`config.mk`:
```
export PLATFORM = sky130hd
export DESIGN_NAME = mem_bus_arbiter_flat
export DESIGN_NICKNAME = d
export VERILOG_FILES = /design/src/rtl/mem_bus_pkg.sv /design/src/rtl/mem_bus_arbiter_if.sv /design/src/rtl/rr_pick.sv /design/src/rtl/mem_bus_arbiter.sv /design/src/flat_wrapper.sv
export SDC_FILE = /design/constraint.sdc
export NUM_CORES = 1
export LEC_CHECK = 0
export CORE_AREA = 2 2 73 68
export DETAILED_ROUTE_END_ITERATION = 8
export DIE_AREA = 0 0 75 70
export HOLD_SLACK_MARGIN = 0.1
export PLACE_DENSITY_LB_ADDON = 0.2
export REMOVE_ABC_BUFFERS = 1
export SLEW_MARGIN = 15
export SYNTH_ARGS = -nofsm -noshare
export SYNTH_HDL_FRONTEND = slang
export SYNTH_SLANG_ARGS = --single-unit
export TNS_END_PERCENT = 1
```
`constraint.sdc`:
```
create_clock -name i_clk -period 3.8 [get_ports i_clk]
set_clock_uncertainty 0.05 [all_clocks]
set_input_delay 0.76 -clock i_clk [delete_from_list [all_inputs] [get_ports i_clk]]
set_output_delay 0.76 -clock i_clk [all_outputs]
set_load 0.01 [all_outputs]
```
`src/rtl/mem_bus_pkg.sv`:
```
// Shared types and default widths for the data-RAM bus arbiter.
package mem_bus_pkg;

  localparam int unsigned DEF_ADDR_W = 16;
  localparam int unsigned DEF_DATA_W = 8;

  typedef enum logic [1:0] {
    ST_IDLE     = 2'd0,
    ST_GRANT    = 2'd1,
    ST_HANDOVER = 2'd2
  } arb_state_e;

  // Index width for n items, never narrower than one bit.
  function automatic int unsigned idx_width(input int unsigned n);
    return (n > 1) ? $clog2(n) : 1;
  endfunction

endpackage

```
`src/rtl/mem_bus_arbiter_if.sv`:
```
// Master-side request/strobe bus plus the RAM-side port, grouped for the arbiter.
interface mem_bus_arbiter_if #(
  parameter int unsigned NUM_MASTERS = 2,
  parameter int unsigned ADDR_W      = mem_bus_pkg::DEF_ADDR_W,
  parameter int unsigned DATA_W      = mem_bus_pkg::DEF_DATA_W
);
  logic [NUM_MASTERS-1:0]        m_req;
  logic [NUM_MASTERS-1:0]        m_gnt;
  logic [NUM_MASTERS*ADDR_W-1:0] m_addr;
  logic [NUM_MASTERS*DATA_W-1:0] m_wdata;
  logic [NUM_MASTERS-1:0]        m_write;
  logic [NUM_MASTERS-1:0]        m_read;
  logic [DATA_W-1:0]             m_rdata;
  logic [NUM_MASTERS-1:0]        m_rvalid;
  logic [ADDR_W-1:0]             mem_addr;
  logic [DATA_W-1:0]             mem_din;
  logic                          mem_write;
  logic                          mem_read;
  logic [DATA_W-1:0]             mem_dout;

  modport slave (
    input  m_req, m_addr, m_wdata, m_write, m_read, mem_dout,
    output m_gnt, m_rdata, m_rvalid, mem_addr, mem_din, mem_write, mem_read
  );

  modport master (
    output m_req, m_addr, m_wdata, m_write, m_read, mem_dout,
    input  m_gnt, m_rdata, m_rvalid, mem_addr, mem_din, mem_write, mem_read
  );
endinterface

```
`src/rtl/rr_pick.sv`:
```
// Combinational round-robin selector: first requester after i_last, wrapping.
module rr_pick #(
  parameter int unsigned NUM_MASTERS = 2,
  parameter int unsigned IDX_W       = 1
) (
  input  logic [NUM_MASTERS-1:0] i_req,
  input  logic [IDX_W-1:0]       i_last,
  output logic                   o_found,
  output logic [IDX_W-1:0]       o_idx
);

  int unsigned w_cand;

  always_comb begin
    o_found = 1'b0;
    o_idx   = '0;
    w_cand  = 0;
    for (int unsigned k = 1; k <= NUM_MASTERS; k++) begin
      w_cand = (32'(i_last) + k) % NUM_MASTERS;
      if (!o_found && i_req[IDX_W'(w_cand)]) begin
        o_found = 1'b1;
        o_idx   = IDX_W'(w_cand);
      end
    end
  end

endmodule

```
`src/rtl/mem_bus_arbiter.sv`:
```
// N-master round-robin arbiter for the single-port data RAM with tagged read return.
module mem_bus_arbiter
  import mem_bus_pkg::*;
#(
  parameter  int unsigned NUM_MASTERS = 2,
  parameter  int unsigned ADDR_W      = DEF_ADDR_W,
  parameter  int unsigned DATA_W      = DEF_DATA_W,
  parameter  int unsigned RD_LAT      = 1,
  parameter  int unsigned MAX_HOLD    = 0,
  localparam int unsigned IDX_W       = idx_width(NUM_MASTERS)
) (
  input  logic             i_clk,
  input  logic             i_rst_n,
  mem_bus_arbiter_if.slave io_bus,
  output logic [IDX_W-1:0] o_owner,
  output logic             o_busy
);

  localparam int unsigned HOLD_W    = idx_width(MAX_HOLD);
  localparam int unsigned HOLD_LAST = (MAX_HOLD > 0) ? MAX_HOLD - 1 : 0;

  arb_state_e             r_state, w_state_nxt;
  logic [NUM_MASTERS-1:0] r_gnt, w_gnt_nxt;
  logic [IDX_W-1:0]       r_owner, w_owner_nxt;
  logic [IDX_W-1:0]       r_rr_last, w_rr_nxt;
  logic                   r_busy, w_busy_nxt;
  logic [HOLD_W-1:0]      r_hold, w_hold_nxt;
  logic [ADDR_W-1:0]      r_addr_q;
  logic [DATA_W-1:0]      r_din_q;
  logic [RD_LAT-1:0]      r_pipe_vld;
  logic [IDX_W-1:0]       r_pipe_tag [RD_LAT];

  logic              w_found;
  logic [IDX_W-1:0]  w_pick;
  logic              w_in_grant, w_own_req, w_own_wr, w_own_rd, w_others, w_preempt;
  logic [ADDR_W-1:0] w_own_addr;
  logic [DATA_W-1:0] w_own_wdata;
  logic              w_mem_read;

  rr_pick #(.NUM_MASTERS(NUM_MASTERS), .IDX_W(IDX_W)) u_rr_pick (
    .i_req   (io_bus.m_req),
    .i_last  (r_rr_last),
    .o_found (w_found),
    .o_idx   (w_pick)
  );

  assign w_in_grant  = (r_state == ST_GRANT);
  assign w_own_req   = io_bus.m_req[r_owner];
  assign w_own_wr    = io_bus.m_write[r_owner];
  assign w_own_rd    = io_bus.m_read[r_owner];
  assign w_own_addr  = io_bus.m_addr[32'(r_owner)*ADDR_W +: ADDR_W];
  assign w_own_wdata = io_bus.m_wdata[32'(r_owner)*DATA_W +: DATA_W];
  assign w_others    = |(io_bus.m_req & ~r_gnt);
  assign w_preempt   = (MAX_HOLD != 0) && (r_hold == HOLD_W'(HOLD_LAST)) && w_others;

  // Only the owner reaches the RAM; a simultaneous write beats the read.
  assign w_mem_read       = w_in_grant & w_own_rd & ~w_own_wr;
  assign io_bus.mem_read  = w_mem_read;
  assign io_bus.mem_write = w_in_grant & w_own_wr;
  assign io_bus.mem_addr  = w_in_grant ? w_own_addr : r_addr_q;
  assign io_bus.mem_din   = w_in_grant ? w_own_wdata : r_din_q;

  assign io_bus.m_gnt    = r_gnt;
  assign io_bus.m_rvalid = r_pipe_vld[RD_LAT-1] ? (NUM_MASTERS'(1) << r_pipe_tag[RD_LAT-1]) : '0;
  assign io_bus.m_rdata  = r_pipe_vld[RD_LAT-1] ? io_bus.mem_dout : '0;
  assign o_owner         = r_owner;
  assign o_busy          = r_busy;

  always_ff @(posedge i_clk or negedge i_rst_n) begin
    if (!i_rst_n) begin
      r_state   <= ST_IDLE;
      r_gnt     <= '0;
      r_owner   <= '0;
      r_rr_last <= IDX_W'(NUM_MASTERS - 1);
      r_busy    <= 1'b0;
      r_hold    <= '0;
    end else begin
      r_state   <= w_state_nxt;
      r_gnt     <= w_gnt_nxt;
      r_owner   <= w_owner_nxt;
      r_rr_last <= w_rr_nxt;
      r_busy    <= w_busy_nxt;
      r_hold    <= w_hold_nxt;
    end
  end

  always_comb begin
    w_state_nxt = r_state;
    w_gnt_nxt   = r_gnt;
    w_owner_nxt = r_owner;
    w_rr_nxt    = r_rr_last;
    w_busy_nxt  = r_busy;
    w_hold_nxt  = r_hold;
    unique case (r_state)
      ST_IDLE, ST_HANDOVER: begin
        if (w_found) begin
          w_state_nxt = ST_GRANT;
          w_gnt_nxt   = NUM_MASTERS'(1) << w_pick;
          w_owner_nxt = w_pick;
          w_rr_nxt    = w_pick;
          w_busy_nxt  = 1'b1;
          w_hold_nxt  = '0;
        end else begin
          w_state_nxt = ST_IDLE;
          w_gnt_nxt   = '0;
          w_busy_nxt  = 1'b0;
        end
      end
      ST_GRANT: begin
        if (!w_own_req || w_preempt) begin
          w_state_nxt = ST_HANDOVER;
          w_gnt_nxt   = '0;
          w_busy_nxt  = 1'b1;
        end else if (r_hold != HOLD_W'(HOLD_LAST)) begin
          w_hold_nxt = r_hold + HOLD_W'(1);
        end
      end
      default: begin
        w_state_nxt = ST_IDLE;
        w_gnt_nxt   = '0;
        w_busy_nxt  = 1'b0;
      end
    endcase
  end

  // Last granted address/data stay on the RAM pins between grants.
  always_ff @(posedge i_clk or negedge i_rst_n) begin
    if (!i_rst_n) begin
      r_addr_q <= '0;
      r_din_q  <= '0;
    end else if (w_in_grant) begin
      r_addr_q <= w_own_addr;
      r_din_q  <= w_own_wdata;
    end
  end

  // Read tags travel alongside the RAM latency so grant changes cannot misroute data.
  always_ff @(posedge i_clk or negedge i_rst_n) begin
    if (!i_rst_n) begin
      r_pipe_vld <= '0;
      for (int unsigned i = 0; i < RD_LAT; i++) r_pipe_tag[i] <= '0;
    end else begin
      r_pipe_vld[0] <= w_mem_read;
      r_pipe_tag[0] <= r_owner;
      for (int unsigned i = 1; i < RD_LAT; i++) begin
        r_pipe_vld[i] <= r_pipe_vld[i-1];
        r_pipe_tag[i] <= r_pipe_tag[i-1];
      end
    end
  end

endmodule

```
`src/flat_wrapper.sv`:
```
// flat-port wrapper written by rule: the top's interface ports become plain ports
module mem_bus_arbiter_flat import mem_bus_pkg::*;
#(
  parameter  int unsigned NUM_MASTERS = 2,
  parameter  int unsigned ADDR_W      = DEF_ADDR_W,
  parameter  int unsigned DATA_W      = DEF_DATA_W,
  parameter  int unsigned RD_LAT      = 1,
  parameter  int unsigned MAX_HOLD    = 0,
  localparam int unsigned IDX_W       = idx_width(NUM_MASTERS)
)
  (i_clk, i_rst_n, o_owner, o_busy, io_bus_m_req, io_bus_m_addr, io_bus_m_wdata, io_bus_m_write, io_bus_m_read, io_bus_mem_dout, io_bus_m_gnt, io_bus_m_rdata, io_bus_m_rvalid, io_bus_mem_addr, io_bus_mem_din, io_bus_mem_write, io_bus_mem_read);
  mem_bus_arbiter_if #(.NUM_MASTERS(NUM_MASTERS), .ADDR_W(ADDR_W), .DATA_W(DATA_W)) io_bus_i ();
  input  logic i_clk;
  input  logic i_rst_n;
  output logic [IDX_W-1:0] o_owner;
  output logic o_busy;
  input wire logic [$bits(io_bus_i.m_req)-1:0] io_bus_m_req;
  input wire logic [$bits(io_bus_i.m_addr)-1:0] io_bus_m_addr;
  input wire logic [$bits(io_bus_i.m_wdata)-1:0] io_bus_m_wdata;
  input wire logic [$bits(io_bus_i.m_write)-1:0] io_bus_m_write;
  input wire logic [$bits(io_bus_i.m_read)-1:0] io_bus_m_read;
  input wire logic [$bits(io_bus_i.mem_dout)-1:0] io_bus_mem_dout;
  output wire logic [$bits(io_bus_i.m_gnt)-1:0] io_bus_m_gnt;
  output wire logic [$bits(io_bus_i.m_rdata)-1:0] io_bus_m_rdata;
  output wire logic [$bits(io_bus_i.m_rvalid)-1:0] io_bus_m_rvalid;
  output wire logic [$bits(io_bus_i.mem_addr)-1:0] io_bus_mem_addr;
  output wire logic [$bits(io_bus_i.mem_din)-1:0] io_bus_mem_din;
  output wire logic [$bits(io_bus_i.mem_write)-1:0] io_bus_mem_write;
  output wire logic [$bits(io_bus_i.mem_read)-1:0] io_bus_mem_read;
  assign io_bus_i.m_req = io_bus_m_req;
  assign io_bus_i.m_addr = io_bus_m_addr;
  assign io_bus_i.m_wdata = io_bus_m_wdata;
  assign io_bus_i.m_write = io_bus_m_write;
  assign io_bus_i.m_read = io_bus_m_read;
  assign io_bus_i.mem_dout = io_bus_mem_dout;
  assign io_bus_m_gnt = io_bus_i.m_gnt;
  assign io_bus_m_rdata = io_bus_i.m_rdata;
  assign io_bus_m_rvalid = io_bus_i.m_rvalid;
  assign io_bus_mem_addr = io_bus_i.mem_addr;
  assign io_bus_mem_din = io_bus_i.mem_din;
  assign io_bus_mem_write = io_bus_i.mem_write;
  assign io_bus_mem_read = io_bus_i.mem_read;
  mem_bus_arbiter #(.NUM_MASTERS(NUM_MASTERS), .ADDR_W(ADDR_W), .DATA_W(DATA_W), .RD_LAT(RD_LAT), .MAX_HOLD(MAX_HOLD)) u_core (.i_clk(i_clk), .i_rst_n(i_rst_n), .io_bus(io_bus_i), .o_owner(o_owner), .o_busy(o_busy));
endmodule
```
* After elaboration in Yosys (flattened, before gate mapping)
Cells that the tools add are included.
** Operators by class
- Shifts and indexed selects :: 4
- Bitwise gates (word level) :: 4
- Muxes and demuxes :: 27
- Add/sub/neg operators :: 2
- Eq/ne operators :: 3
- $mul :: 0
- Reduce and logical (&&, ||, !) cells :: 5
- Order comparisons :: 3
- Div/mod/pow operators :: 0
** Operators by type and width (number)
- indexed part select 32 x 6 -> 16 bit :: 1
- 2-to-1 mux 1 bit :: 17
- 2-to-1 mux 16 bit :: 1
- 2-to-1 mux 8 bit :: 2
- indexed part select 16 x 5 -> 8 bit :: 1
- 2-to-1 mux 2 bit :: 4
- one-hot mux 2 bit (2 select lines) :: 2
- less-than comparator 1 x 2 -> 1 bit, second input constant :: 3
- << shifter 1 x 1 -> 2 bit, first input constant :: 2
- AND 1 bit :: 3
- adder 1 bit, second input constant :: 2
- equality test 2 x 1 -> 1 bit, second input constant :: 1
- equality test 2 bit, second input constant :: 1
- logical NOT 2 bit :: 1
- != test 2 bit, second input constant :: 1
- one-hot mux 1 bit (2 select lines) :: 1
- AND reduction 2 bit :: 1
- OR reduction 2 bit :: 1
- logical AND 1 bit :: 1
- logical NOT 1 bit :: 1
- NOT 1 bit :: 1
** Storage, ports and cells
- Latch bits :: 0
- Bits in registers :: 33
- Memories :: 0
- Output and inout port bits :: 40
- Memory bits (read-only) :: 0
- Memory bits (writable) :: 0

* Depth between registers and ports, before layout
- Word-level depth :: 10
- Gate-level depth with buffers :: 4
- Mapped depth without buffers :: 2

* By module
From an unflattened synthesis, not the netlist that was laid out.
** Second synthesis, totals
- Cell total of the unflattened synthesis :: 120
- Area total of the unflattened synthesis :: 1841.8 um^2
** By module, submodules not included
- mem_bus_arbiter :: times used 1, sequential area each 827.0 um^2, area an instance 1828.0 um^2, cells each 118
- rr_pick :: times used 1, sequential area each 0.0 um^2, area an instance 13.8 um^2, cells each 2

* Worst setup path before layout
Ideal clock, no wire load.
- Path type :: input-to-output
- Start point :: in io_bus_m_write[0]
- End point :: out io_bus_mem_read
- Buffers on the path :: 0
- Arrival :: 1.360 ns
- Slack :: 1.630 ns
- Required time :: 2.990 ns
- Cell stages on the path :: 2
- Path through :: or3b_1 -> a21oi_1
** On the way
- Cells in the longest elaborated chain, start to end :: 4
** Ends and longest elaborated chain
- from (decl) :: RTL line flat_wrapper.sv:20 : input wire logic [$bits(io_bus_i.m_write)-1:0] io_bus_m_write;
- 2-to-1 mux 1 bit (implied by the code) (2 in series) :: RTL line mem_bus_arbiter.sv:49 : assign w_own_wr = io_bus.m_write[r_owner];
- NOT 1 bit :: RTL line mem_bus_arbiter.sv:57 : assign w_mem_read = w_in_grant & w_own_rd & ~w_own_wr;
- AND 1 bit :: RTL line mem_bus_arbiter.sv:57
- to (decl) :: RTL line flat_wrapper.sv:29 : output wire logic [$bits(io_bus_i.mem_read)-1:0] io_bus_mem_read;
Every way passes these cells. The select of a mux whose other input is x is not followed.

* Worst setup path after layout
- Start point :: reg u_core.r_owner (netlist: u_core.o_owner)
- End point :: out io_bus_mem_addr[6]
** On the way
- Cells in the longest elaborated chain, start to end :: 2
** Ends and longest elaborated chain
- from (decl) :: RTL line mem_bus_arbiter.sv:24 : logic [IDX_W-1:0] r_owner, w_owner_nxt;
- from (signal assigned) :: RTL line mem_bus_arbiter.sv:80 : r_owner <= w_owner_nxt;
- indexed part select 32 x 6 -> 16 bit :: RTL line mem_bus_arbiter.sv:51 : assign w_own_addr = io_bus.m_addr[32'(r_owner)*ADDR_W +: ADDR_W];
- 2-to-1 mux 16 bit :: RTL line mem_bus_arbiter.sv:60 : assign io_bus.mem_addr = w_in_grant ? w_own_addr : r_addr_q;
- to (decl) :: RTL line flat_wrapper.sv:26 : output wire logic [$bits(io_bus_i.mem_addr)-1:0] io_bus_mem_addr;
Every way passes these cells.

==> summary.md <==
| Metric | Value |
|---|---|
| Run status | `finished, final reports clean` |
| GPL Wtd Cong | `around 0.71` |
| Layout cell share with drive strength beyond 1 | `26.8%` |
| CP Class | `reg2out` |
| CP max stage cell | `dfrtp_1` |
| WP buf/inv | `2` |
| Leading area contributor after synthesis | `dfrtp_1` |
| Clock transition at the registers of the reported paths | `around 70 ps` |
| Area contributors post-synth | `dfrtp_1, mux2_4, mux2_2` |
| CP endpoint kind | `output port` |
| # rows | `24` |
| Antenna violations before repair | `0` |
| Mapped Cells | `approximately 120` |
| Main synth FF type | `dfrtp_1` |
| Total GRT Usage | `16.8%` |
| Final period utilization | `approximately 87%` |
| H-tree depth | `2` |
| Cell Chain, Critical Path | `buf_4, mux2_2, mux2_4, clkdlybuf4s50_1` |
| Footprint of the multi-input gates | `between 800 and 900 um^2` |
| Post-route setup slack | `between 400 and 500 ps` |
| Sequential Area | `~830 um^2` |
| Crit-path leading delay family | `buffers and inverters` |
| Commonest cells in the netlist | `dfrtp_1, mux2_2, mux2_4, and2_1, buf_6` |
| Pre-CTS setup slack | `685 ps` |
| Layout area overhead | `68.6%` |
| Max FO, Critical Path | `18` |
| Post-DRT Antenna Nets | `0` |
| Worst Reg-to-Reg Cells | `3` |
| Hold Path Origin | `u_core.r_state[1]` |
| Final hold violations | `0` |
| Slew Viols, Final | `0` |
| Avg Inst Size Synth | `14.6 um^2` |
| TNS Setup | `0 ps` |
| CTS buffer count | `5` |
| Worst slew pin tran | `between 500 and 600 ps` |
| Hold WC Path Type | `reg2reg` |
| PortBufs | `103` |
| # hold bufs at CTS | `0` |
| Final net count | `between 200 and 300` |
| Sequential fraction of the synthesis area | `~48%` |
| Post-CTS setup buffers | `0` |
| First DRT Iteration DRCs | `51` |
| Post-DP HPWL | `around 3200 um` |
| Cells on Worst Hold Path | `1` |
| Fin Hold WS | `roughly 440 ps` |
| Synth cell types | `23` |
| Final setup viols | `0` |
| Yosys reg bits | `33` |
| Area of the die | `between 5000 and 6000 um^2` |
| Max Cap Viol | `0` |
| RSZ-0062 raised after global routing | `no` |
| Netlist Area Pre-Place | `~1700 um^2` |
| Ports | `104` |
| Fin util | `63.8%` |
| Largest net degree at the start of global routing | `34` |
| Crit path launch type | `flop` |
| Fmax | `between 300 and 400 MHz` |
| Clock Path Buffers | `2` |
| Worst EP arrival | `between 2000 and 3000 ps` |
| Vias | `~1,400` |
| Placeable Area | `around 4600 um^2` |
| Worst Path Required | `~3000 ps` |
| First-pass iteration count of the detailed router | `5` |
| Fin crit period | `about 3300 ps` |
| Die width | `roughly 75 um` |
| Drt total wl | `4190 um` |
| EDFF count, synth | `0` |
| Largest stage delay on the critical path | `about 700 ps` |
| Ant diodes | `0` |
| Worst VDD drop | `around 0.00054 V` |
| Lkg Pwr | `about 1.2 nW` |
| Per-cell routed wire length | `about 14 um` |
| Remaining Overflow, GRT | `0` |
| Power per cell area | `~810 nW/um^2` |
| Worst-Skew Late Latency | `between 200 and 300 ps` |
| CTS tree | `built` |
| Relative slew margins | `about three fifths` |
| Post-CTS sizing | `0` |
| Worst Hold End | `u_core.o_busy` |
| Clock sinks | `33` |
| Post-synth top area share | `a little under half` |
| Reg-to-reg endpoint | `u_core.r_addr_q[6]` |
| Starting density of the core | `between 30% and 40%` |
| Most common cell in the netlist | `dfrtp_1` |
| Number of fill cells in the layout | `360` |
| Worst r2r src | `u_core.o_owner` |
| Syn. warnings | `0` |
| Global-route wire length before repair | `6620 um` |
| Root buffer cell | `clkbuf_8` |
| Vias per inst | `~4.6` |
| Reg-to-reg slack, setup | `about 1900 ps` |
| DRC viols | `0` |
| Async set-reset flop share out of synthesis | `100%` |
| Vias in the first global route | `~1,400` |
| Die Span Y | `approximately 70 um` |
-- where the power goes --
part / switching (mW) / internal, mW
clock: 0.120 / 0.214
sequential: 0.0947 / 0.532
combinational: 0.516 / 0.891
total: 0.731 / 1.64
-- worst max path at each step --
stage / slack [ps] / to / depth (start not counted) / start
after floorplan: 1240 / io_bus_mem_addr[15] / 2 / u_core.r_state[0]
after global placement: 710 / io_bus_mem_read / 4 / io_bus_m_read[0]
after detailed placement: 690 / io_bus_mem_read / 4 / io_bus_m_write[0]
after CTS: 410 / io_bus_mem_addr[6] / 4 / u_core.o_owner
after global routing: 340 / io_bus_mem_addr[6] / 4 / u_core.o_owner
final: 480 / io_bus_mem_addr[6] / 4 / u_core.o_owner
-- kinds of logic after synthesis --
logic type / share of synthesized area, %
AND/OR/NAND/NOR: 7.98
AO/OA/AOI/OAI: 3.45
multiplexers: 37.3
buffers and inverters: 3.74
flip-flops: 47.6
-- cell type report --
| cell class | instances | share of cell area, % |
|---|---|---|
| well taps | 65 | 2.77 |
| clock buffers | 7 | 2.94 |
| multi-input cells | 80 | 28.9 |
| repair buffers | 107 | 36.2 |
| clock inverters | 1 | 1.02 |
| flip-flops and latches | 33 | 28.2 |
-- registers in the layout (all words and copies together), names as in the netlist --
signal / flops
u_core.r_state: 2
u_core.o_owner: 1
u_core.r_din_q: 8
u_core.r_rr_last: 1
u_core.r_pipe_tag: 1
u_core.io_bus.m_gnt: 2
u_core.o_busy: 1
u_core.r_pipe_vld: 1
u_core.r_addr_q: 16
-- metal layers --
metal	wire, um	vias to the layer above	global-route usage (%)
li1	-	637	-
met1	1570	657	18.0
met2	2240	62	30.5
met3	355	2	5.19
met4	25	0	5.36
met5	0	-	0
-- through the flow --
step / power (mW) / cells / cell area [um^2]
after floorplan: 1.39 / 113 / 1670
after global placement: 2.03 / 285 / 2820
after detailed placement: 2.05 / 285 / 2820
after CTS: 2.41 / 293 / 2930
after global routing: 2.52 / 293 / 2930
final: 2.37 / 293 / 2930
-- placed cells by master, fill, tap and decap left out, types with 2 or more instances in the layout --
| cell | Yosys | final |
|---|---|---|
| a32o_1 | 2 | 2 |
| and2_1 | 9 | 9 |
| and2b_1 | 2 | 2 |
| buf_4 | 0 | 4 |
| clkbuf_8 | 0 | 6 |
| clkdlybuf4s50_1 | 0 | 103 |
| dfrtp_1 | 32 | 32 |
| mux2_2 | 26 | 26 |
| mux2_4 | 23 | 23 |
| nand2b_1 | 2 | 2 |
| nor2_1 | 3 | 3 |
| nor2b_1 | 3 | 3 |
(Power assumes the default switching activity.)
